### src/rtl/minute_gen.sv
// Seconds generator: a CLK_HZ prescaler produces a one-cycle `second` pulse per elapsed
// second, and a 0..59 seconds count produces a one-cycle `minute` pulse on its rollover.
module minute_gen #(
  parameter int CLK_HZ = 50000000
) (
  input  logic       clk,
  input  logic       rst_n,
  input  logic       run,
  input  logic       clear,
  input  logic       load,
  input  logic [5:0] load_sec,
  output logic       second,
  output logic       minute,
  output logic [5:0] r_second
);

  localparam int PW = $clog2(CLK_HZ);
  localparam logic [PW-1:0] LAST = PW'(CLK_HZ - 1);

  logic [PW-1:0] presc, presc_nxt;
  logic [5:0]    sec_nxt;
  logic          second_nxt, minute_nxt;

  // Priority: clear > load > counting; pulses only ever come from a counting tick.
  always_comb begin
    presc_nxt  = presc;
    sec_nxt    = r_second;
    second_nxt = 1'b0;
    minute_nxt = 1'b0;
    if (clear) begin
      presc_nxt = '0;
      sec_nxt   = 6'd0;
    end else if (load) begin
      presc_nxt = '0;
      if (load_sec <= 6'd59) sec_nxt = load_sec;
    end else if (run) begin
      if (presc == LAST) begin
        presc_nxt  = '0;
        second_nxt = 1'b1;
        if (r_second == 6'd59) begin
          sec_nxt    = 6'd0;
          minute_nxt = 1'b1;
        end else begin
          sec_nxt = 6'(r_second + 6'd1);
        end
      end else begin
        presc_nxt = PW'(presc + 1'b1);
      end
    end
  end

  always_ff @(posedge clk) begin
    if (!rst_n) begin
      presc    <= '0;
      r_second <= 6'd0;
      second   <= 1'b0;
      minute   <= 1'b0;
    end else begin
      presc    <= presc_nxt;
      r_second <= sec_nxt;
      second   <= second_nxt;
      minute   <= minute_nxt;
    end
  end

endmodule

### config.mk
export PLATFORM = sky130hd
export DESIGN_NAME = minute_gen
export DESIGN_NICKNAME = d
export VERILOG_FILES = /design/src/rtl/minute_gen.sv
export SDC_FILE = /design/constraint.sdc
export NUM_CORES = 1
export LEC_CHECK = 0
export CORE_UTILIZATION = 45
export DETAILED_ROUTE_END_ITERATION = 6
export PLACE_DENSITY = 0.71
export SLEW_MARGIN = 20
export SYNTH_ARGS = -nofsm -noshare
export SYNTH_HDL_FRONTEND = slang
export SYNTH_SLANG_ARGS = --single-unit
### constraint.sdc
create_clock -name clk -period 2 [get_ports clk]
set_input_delay 0.6 -clock clk [delete_from_list [all_inputs] [get_ports clk]]
set_output_delay 0.6 -clock clk [all_outputs]
set_load 0.005 [all_outputs]
* Word-level counts from Yosys, hierarchy flattened
Index checks and enable logic that the tools add are counted.
Word-level totals: flip-flop bits (word level) 34, bits of input ports 11, output and inout port bits 8, word-level logic and storage cells 28
Operators by class: add/sub/neg operators 2, magnitude comparators 1, equality and inequality tests 3, mux-type cells 8, bitwise operators 3, reduce and logical (&&, ||, !) cells 7
Operators by type and width (number):
- 6-bit 2-to-1 mux | 5
- 26-bit by 1-bit adder with 26-bit output, second input constant | 1
- 26-bit == test, second input constant | 1
- 26-bit 2-to-1 mux | 1
- 6-bit by 1-bit adder with 6-bit output, second input constant | 1
- 6-bit == test, second input constant | 1
- 6-bit less-or-equal comparator, second input constant | 1
- 5-bit OR reduction | 1
- 2-bit nonzero test | 2
- 4-bit OR reduction | 1
- 1-bit inverter | 3
- 3-bit AND reduction | 1
- 3-bit OR reduction | 1
- 1-bit 2-to-1 mux | 2
- 2-bit by 1-bit inequality test with 1-bit output, second input constant | 1
- 2-bit OR reduction | 1

* Logic depth before layout (Yosys ltp)
Gate-level depths: netlist (run 1).
word-level depth 5, gate-level depth with buffers 7, depth with buffers taken out 6

* Worst setup path after synthesis (run 1)
OpenSTA, ideal clock, no wires.
path type in2reg, start point in run, end point reg r_second[4], library setup time 0.091 ns, data arrival time 1.906 ns, data required time 1.909 ns, path slack 0.003 ns, cell stages on the path 7, buffers on the path 2, path through buf_2 -> nand4_2 -> nor4_4 -> a21o_1 -> buf_6 -> a21oi_1 -> a311oi_1
Between the ends: cells in the longest elaborated chain, start to end 2
Ends and longest elaborated chain:
- start: declaration | line 8 | input logic run,
- 2-bit nonzero test (no source line)
- 3-bit AND reduction (no source line)
- end signal: assignment | line 60 | r_second <= sec_nxt;
- end: declaration | line 14 | output logic [5:0] r_second
Every way passes these cells. A chain may end at the register's enable or synchronous reset.

* Worst setup path in the final report (run 1)
start point reg r_second[3], end point out r_second[3]
No word-level cell between the ends.

==> results of run 1 <==
[sequential cells by signal, summed over array words and instances, names as in the netlist]
register  count
presc        26
minute        1
second        1
r_second      6
[layer usage]
metal / vias to the layer above / routed length [µm]
li1: 746 / -
met1: 712 / 1630
met2: 24 / 1710
met3: 4 / 125
met4: 0 / 42
met5: - / 0
[synthesized netlist by cell type, types with 3 or more instances]
cell type,n,area share [%]
a21oi_1,7,2.1
a311oi_1,4,2.1
and3_1,3,1.1
buf_2,4,1.2
dfxtp_1,34,40
inv_1,4,0.88
nand2_1,13,2.9
nand3_1,16,4.7
nand4_1,9,3.3
nor2_1,34,7.5
nor3_1,3,0.88
xnor2_1,7,3.6
xor2_1,19,9.8
[stage by stage]
stage                     power (mW)  worst slack, ps
after floorplan                0.746             2.61
after global placement         0.790             -259
after detailed placement       0.793             -316
after CTS                       1.43              117
after global routing            1.47             17.2
final                           1.41              118
[power by group]
group	switching [mW]	internal (mW)	leakage [nW]
registers	0.00694	0.682	0.274
clock network	0.234	0.398	0.0573
logic	0.0378	0.0518	0.475
total	0.278	1.13	0.807
[cells by family after synthesis]
logic type               synth area share, %
AND/OR/NAND/NOR                         31.9
adder cells (fa/ha/maj)                 1.47
buffers and inverters                   3.39
XOR/XNOR                                13.4
multiplexers                            1.18
AO/OA/AOI/OAI                           8.55
flip-flops                              40.1
[layout make-up]
class / instances / area [µm²] / share of cell area, %
Multi-Input combinational cell: 148 / 960 / 44.7
Sequential cell: 34 / 681 / 31.7
Timing Repair Buffer: 35 / 323 / 15.0
Clock buffer: 6 / 82.6 / 3.84
Tap cell: 46 / 57.6 / 2.68
Clock inverter: 1 / 30.0 / 1.40
Inverter: 4 / 15.0 / 0.699
[final timing paths]
path | to | slack (ps) | depth (start not counted)
worst max-delay path | r_second[3] | 120 | 1
worst min-delay path | presc[25] | 520 | 2
worst max register to register | r_second[2] | 170 | 7
worst min register to register | presc[25] | 520 | 2
==> flow_summary.ini, run 1 <==
[run_status]
outcome = completed

[worst_setup_path]
worst_path_max_delay_cell = clkdlybuf4s50_1
path_delay_family = buffers and inverters
startpoint = r_second[3]
crit_chain = clkdlybuf4s50_1
worstPathMaxFanout = 7
end_kind = output port
required_ps = 1400
cp.arrival_ps = 1280
crit_buf_inv = 1
worst-setup-path-type = register to output port
r2r_start = presc[0]
cp_slowest_stage_delay_ps = 550
cp-start-kind = register

[sta]
rsz0062_at_grt = false
tns_ps = 0
hold_slack_ps = 523
finalClockSkew_ps = 2.82
finalHoldViolations = 0
slew_headroom_pct = 69.4
finalSetupViolCount = 0
worst_pin_slew_ps = 457
post-route-period-util_pct = 94.1
post-route-min-period_ps = 1880
slew_violations = 0
fmax_mhz = 531

[synth]
netlist_area_um2 = 1700
synth_flop_cell = dfxtp_1
synth_seq_area_share_pct = 40.1
syn_area_per_cell_um2 = 8.84
synth_edf_count = 0
yosysWarningCount = 0
synth_cell_types = 39
synth_nets = 205
synth_seq_cells = 34
syn_inst = 192
async_reset_ff_share_pct = 0

[finish]
layout.nets = 241
area_growth_pct = 26.6
drive_gt1_share_pct = 15.4
n_antenna_cell = 0
instances_no_fill = 274
final_area_um2 = 2150
fin_util_pct = 61.9
n_fill_cell = 317
final_cell_mix = nor2_1 (34), dfxtp_1 (34), xor2_1 (19), clkdlybuf4s50_1 (17), nand3_1 (16)

[placement]
place_congestion = 0.787
hpwl_um = 2600
post_dp_cell_area_um2 = 2030
port_buffers = 18
numPlacedInstances = 267

[route]
vias = 1486
routed_wl_um = 3510
ant_nets = 0
drt-initial-drc-count = 113
wire_per_inst_um = 12.8
dr.pass1.iters = 4
viasPerCell = 5.42
drc = 0

[global_route]
use_met1_pct = 24.0
use_met2_pct = 31.4
use_met3_pct = 6.16
grt_max_degree = 27
overflow = 0
antenna_found_initial = 0
grt.total_usage_pct = 19.9
grt_busiest_layer = met2
grt_pass1_wl_um = 6290
grt_pass1_vias = 1497

[clocking]
numCtsBuffers = 5
clock_latency_ps = 280
cts_buffer_depth = 2
cts_sinks = 34
post-cts-setup-buffers = 0
cts_root_buffer = clkbuf_8
post_cts_resized = 3
cts_hold_buf = 0
htree_levels = 2
clkTransAtPathRegs_ps = 60
cts_tree = built

[die]
die_h_um = 63.4
ios = 19
die_w_um = 63.4
dieArea_um2 = 4020
placementRows = 21
core-area_um2 = 3470
start_util_pct = 48.9

[job]
drv_cap = 0

[power_and_ir_drop]
power.leakage_nw = 0.807
ir_drop_mv = 0.643
p_per_area_nw_per_um2 = 657

[worst_hold_path]
hp-start = presc[25]
worstHoldPathType = register to register
Note: power is estimated with default switching activity, not from simulation.
==> inputs of run 2 (changes only) <==
--- a/config.mk
+++ b/config.mk
@@ -5,9 +5,12 @@
 export SDC_FILE = /design/constraint.sdc
 export NUM_CORES = 1
 export LEC_CHECK = 0
-export CORE_UTILIZATION = 45
+export CELL_PAD_IN_SITES_DETAIL_PLACEMENT = 1
+export CELL_PAD_IN_SITES_GLOBAL_PLACEMENT = 1
+export CORE_UTILIZATION = 38
+export CTS_CLUSTER_DIAMETER = 30
 export DETAILED_ROUTE_END_ITERATION = 6
-export PLACE_DENSITY = 0.71
+export PLACE_DENSITY = 0.77
 export SLEW_MARGIN = 20
 export SYNTH_ARGS = -nofsm -noshare
 export SYNTH_HDL_FRONTEND = slang
==> run 2 against run 1 <==
Net effect:
- global-route usage up 1.8 points
- clock skew up 4.6 ps
- power up 0.14%
- sequential share of layout area down 0.62 points
- register-to-register slack about the same
- via count up 3.7%
- worst hold slack better by 8.0 ps
- sequential power about the same
- non-clock buffer count up 4
- die area up 18%
==> flow_summary.ini, run 2 (synthesized netlist as in run 1, its figures left out) <==
[run_status]
outcome = completed

[route]
drc = 0
routed_wl_um = 4500
ant_nets = 0
wire_per_inst_um = 15.9
vias = 1541
viasPerCell = 5.45
drt-initial-drc-count = 95
dr.pass1.iters = 4

[die]
die_w_um = 68.8
dieArea_um2 = 4740
ios = 19
core-area_um2 = 4140
die_h_um = 68.8
start_util_pct = 40.9
placementRows = 23

[finish]
regArea_um2 = 681
area_growth_pct = 29.1
fin_util_pct = 52.9
final_area_um2 = 2190
drive_gt1_share_pct = 17.2
largest_reg_flops = 26
final_cell_mix = nor2_1 (34), dfxtp_1 (34), buf_4 (20), xor2_1 (19), clkdlybuf4s50_1 (17)
top_register = presc
layout.nets = 245
n_antenna_cell = 0
top_regs = presc: 26 flops, r_second: 6 flops
multi_input_area_um2 = 975
n_fill_cell = 509

[sta]
post-route-period-util_pct = 94.9
rsz0062_at_grt = false
worst_pin_slew_ps = 547
hold_slack_ps = 532
finalHoldViolations = 0
finalClockSkew_ps = 7.42
slew_violations = 0
fmax_mhz = 527
finalSetupViolCount = 0
slew_headroom_pct = 63.4
post-route-min-period_ps = 1900

[clocking]
cts_tree = built
numCtsBuffers = 5
clock_latency_ps = 290
cts_root_buffer = clkbuf_8
cts_buffer_depth = 2
clkTransAtPathRegs_ps = 70
cts_hold_buf = 0
cts_sinks = 34
htree_levels = 2
post-cts-setup-buffers = 0

[placement]
port_buffers = 18
post_dp_cell_area_um2 = 2070
hpwl_um = 3360
place_congestion = 0.842

[global_route]
grt_pass1_vias = 1599
grt_max_degree = 27
overflow = 0
grt_pass1_wl_um = 7520
grt.total_usage_pct = 21.7
antenna_found_initial = 0

[worst_setup_path]
cp-start-kind = register
crit_end = r_second[4]
crit_buf_inv = 1
r2r_start = presc[18]
end_kind = output port
r2r_end = presc[7]
startpoint = r_second[4]
rr_worst_depth = 7
worstPathMaxFanout = 6
cp_slowest_stage_delay_ps = 570
required_ps = 1400
reg2reg_slack_ps = 170
worst-setup-path-type = register to output port
worst_path_max_delay_cell = clkdlybuf4s50_1
crit_chain = clkdlybuf4s50_1
cp.depth = 1
cp.arrival_ps = 1300
path_delay_family = buffers and inverters

[power_and_ir_drop]
power.leakage_nw = 0.820
finalPower_mw = 1.41
p_per_area_nw_per_um2 = 645
ir_drop_mv = 0.452

[worst_hold_path]
holdPathStages = 2
worstHoldPathType = register to register

[job]
drv_cap = 0
[run 2: cell types whose count changed in the layout (fill, tap and decap cells not counted), sizes merged]
cell and delta:
buf +4, clkbuf -1, clkinv +2
[run 2: power by group]
| group | leakage (nW) | internal [mW] | switching [mW] |
|---|---|---|---|
| Combinational | 0.488 | 0.0532 | 0.0434 |
| Sequential | 0.274 | 0.681 | 0.00654 |
| Clock | 0.0579 | 0.367 | 0.261 |
[run 2: final cells by class]
type | count | area share (%)
multi-input cells | 148 | 44.5
flip-flops and latches | 34 | 31.1
repair buffers | 39 | 15.9
clock buffers | 5 | 3.14
well taps | 50 | 2.86
clock inverters | 3 | 1.83
inverters | 4 | 0.685
[run 2: how the worst min path moves through the flow]
stage                           to  slack, ps   startpoint
after CTS                   minute        530  r_second[5]
after floorplan             minute        480  r_second[5]
after global placement    presc[4]        520     presc[4]
after detailed placement    minute        520  r_second[5]
final                       minute        530  r_second[5]
after global routing        minute        550  r_second[5]
[run 2: stage by stage]
step / setup TNS (ps) / setup slack (ps) / instances
finish: 0 / 101 / 283
global route: 0 / 46.6 / 283
CTS: 0 / 31.5 / 283
detailed placement: -8940 / -449 / 275
global placement: -7060 / -333 / 275
floorplan: 0 / 2.61 / 192
[run 2: worst reg2reg max path: stages (launching register included)]
cell     delay (ps)
dfxtp_1         350
or4b_4          560
nor3_4          230
buf_4           170
nand2_1          50
nand2_1         120
buf_12          170
nor2_1           70
[run 2: metal layers]
layer	vias to the layer above	global-route usage [%]	wire, µm
li1	753	-	-
met1	761	27.2	2040
met2	18	36.4	2280
met3	9	5.43	116
met4	0	6.89	64
met5	-	0	0
[run 2: repair_timing]
action | CTS | global route
endpoints found under the setup margin | 13 | 2
pin swaps | 3 | 1
cloned | 0 | 0
resized for setup | 4 | 0
==> inputs of run 3 (changes only) <==
--- a/config.mk
+++ b/config.mk
@@ -6,11 +6,11 @@
 export NUM_CORES = 1
 export LEC_CHECK = 0
 export CELL_PAD_IN_SITES_DETAIL_PLACEMENT = 1
-export CELL_PAD_IN_SITES_GLOBAL_PLACEMENT = 1
-export CORE_UTILIZATION = 38
+export CELL_PAD_IN_SITES_GLOBAL_PLACEMENT = 2
+export CORE_UTILIZATION = 30
 export CTS_CLUSTER_DIAMETER = 30
 export DETAILED_ROUTE_END_ITERATION = 6
-export PLACE_DENSITY = 0.77
+export PLACE_DENSITY = 0.81
 export SLEW_MARGIN = 20
 export SYNTH_ARGS = -nofsm -noshare
 export SYNTH_HDL_FRONTEND = slang
==> run 3 against run 2 <==
Net effect:
- die area increased by 26%
- worst hold slack got worse by 25 ps
- highest routed layer unchanged
- via count decreased by 2.9%
- sequential power about the same
==> flow_summary.ini, run 3 (synthesized netlist as in run 1, its figures left out) <==
[worst_setup_path]
cp.arrival_ps = 1300
path_delay_family = buffers and inverters
cp_slowest_stage_delay_ps = 550
crit_buf_inv = 1
worstPathMaxFanout = 7
required_ps = 1400
worst-setup-path-type = register to output port
end_kind = output port
crit_chain = clkdlybuf4s50_1
cp-start-kind = register
worst_path_max_delay_cell = clkdlybuf4s50_1

[worst_hold_path]
worstHoldPathType = register to register

[power_and_ir_drop]
ir_drop_mv = 0.292
power.leakage_nw = 0.830
seqPwrFrac_pct = 52.2
internal_power_mw = 1.01
switching_share_pct = 23.1
p_comb_share_pct = 7.0
p_sw_uw = 304
p_per_area_nw_per_um2 = 594
p_clk_share_pct = 40.7

[sta]
slew_violations = 0
tns_ps = 0
slew_headroom_pct = 82.5
finalClockSkew_ps = 3.89
rsz0062_at_grt = false
fmax_mhz = 527
finalSetupViolCount = 0
hold_slack_ps = 506
post-route-period-util_pct = 94.9
worst_pin_slew_ps = 260
post-route-min-period_ps = 1900
finalHoldViolations = 0

[clocking]
cts_tree = built
htree_levels = 2
cts_root_buffer = clkbuf_8
numCtsBuffers = 5
clkTransAtPathRegs_ps = 70
clock_latency_ps = 290
cts_hold_buf = 0
cts_buffer_depth = 2
cts_sinks = 34
post-cts-setup-buffers = 0

[finish]
layout.nets = 248
fin_util_pct = 40.5
drive_gt1_share_pct = 17.8
area_growth_pct = 30.6
top_regs = presc: 26 flops, r_second: 6 flops
top_register = presc
n_fill_cell = 665
largest_reg_flops = 26
n_antenna_cell = 0
final_cell_mix = nor2_1 (34), dfxtp_1 (34), buf_4 (22), xor2_1 (19), clkdlybuf4s50_1 (17)

[global_route]
use_met1_pct = 17.6
grt.total_usage_pct = 14.7
use_met3_pct = 3.57
antenna_found_initial = 0
grt_busiest_layer = met2
grt_max_degree = 11
grt_pass1_wl_um = 7010
use_met2_pct = 25.2
grt_pass1_vias = 1498
overflow = 0

[route]
drc = 0
viasPerCell = 4.86
routed_wl_um = 3980
dr.pass1.iters = 4
ant_nets = 0
vias = 1497
drt-initial-drc-count = 46
wire_per_inst_um = 12.9

[job]
drv_cap = 0

[die]
start_util_pct = 31.0
die_h_um = 77.2
dieArea_um2 = 5960
core-area_um2 = 5470
placementRows = 27
ios = 19
die_w_um = 77.2

[placement]
place_congestion = 0.758
port_buffers = 18
hpwl_um = 2970

[run_status]
outcome = completed
run 3: changes by cell type in the layout (fill, tap and decap cells not counted):
cell / change
dlymetal6s2s_1: +1
buf_6: +2
clkbuf_8: +1
clkinv_2: -1
clkbuf_1: +1
dlygate4sd2_1: -1
a21o_2: +1
buf_12: -1
buf_4: +2
bufinv_16: -1
a21o_4: -1
run 3: cell type report:
class | count | area, µm² | share of cell area, %
multi-input cells | 148 | 968 | 43.7
flip-flops and latches | 34 | 681 | 30.7
clock inverters | 1 | 5.00 | 0.226
inverters | 4 | 15.0 | 0.678
well taps | 72 | 90.1 | 4.07
repair buffers | 42 | 370 | 16.7
clock buffers | 7 | 86.3 | 3.90
run 3: stage by stage:
step	cells	setup slack [ps]	cell area (µm²)	total power [mW]
after detailed placement	300	-333	2100	0.796
after global routing	308	36.8	2220	1.38
after floorplan	192	2.61	1700	0.746
after global placement	300	-332	2100	0.795
after CTS	308	1.42	2200	1.34
final	308	103	2220	1.32
run 3: routing by layer:
metal | routed length (µm) | vias up
met5 | 0 | -
met4 | 61 | 0
met3 | 102 | 7
met2 | 1970 | 13
met1 | 1850 | 715
li1 | - | 762
run 3: path summary, 6_finish.rpt:
kind	to	cells past startpoint	startpoint	slack (ps)
setup / recovery	r_second[3]	1	r_second[3]	100
hold / removal	minute	2	r_second[5]	510
setup reg to reg	r_second[2]	6	presc[16]	210
hold reg to reg	minute	2	r_second[5]	510
run 3: timing repair:
item                                    CTS  global route
pin swaps                                 0             1
endpoints found under the setup margin    3            31
resized for setup                         1             4
run 3: power groups by stage:
stage	combinational [mW]	clock, mW	sequential (mW)
4_1_cts	0.0936	0.559	0.687
3_5_place_dp	0.0924	0	0.703
2_1_floorplan	0.0429	0	0.703
5_1_grt	0.100	0.591	0.688
6_report	0.0924	0.536	0.688
3_3_place_gp	0.0918	0	0.703
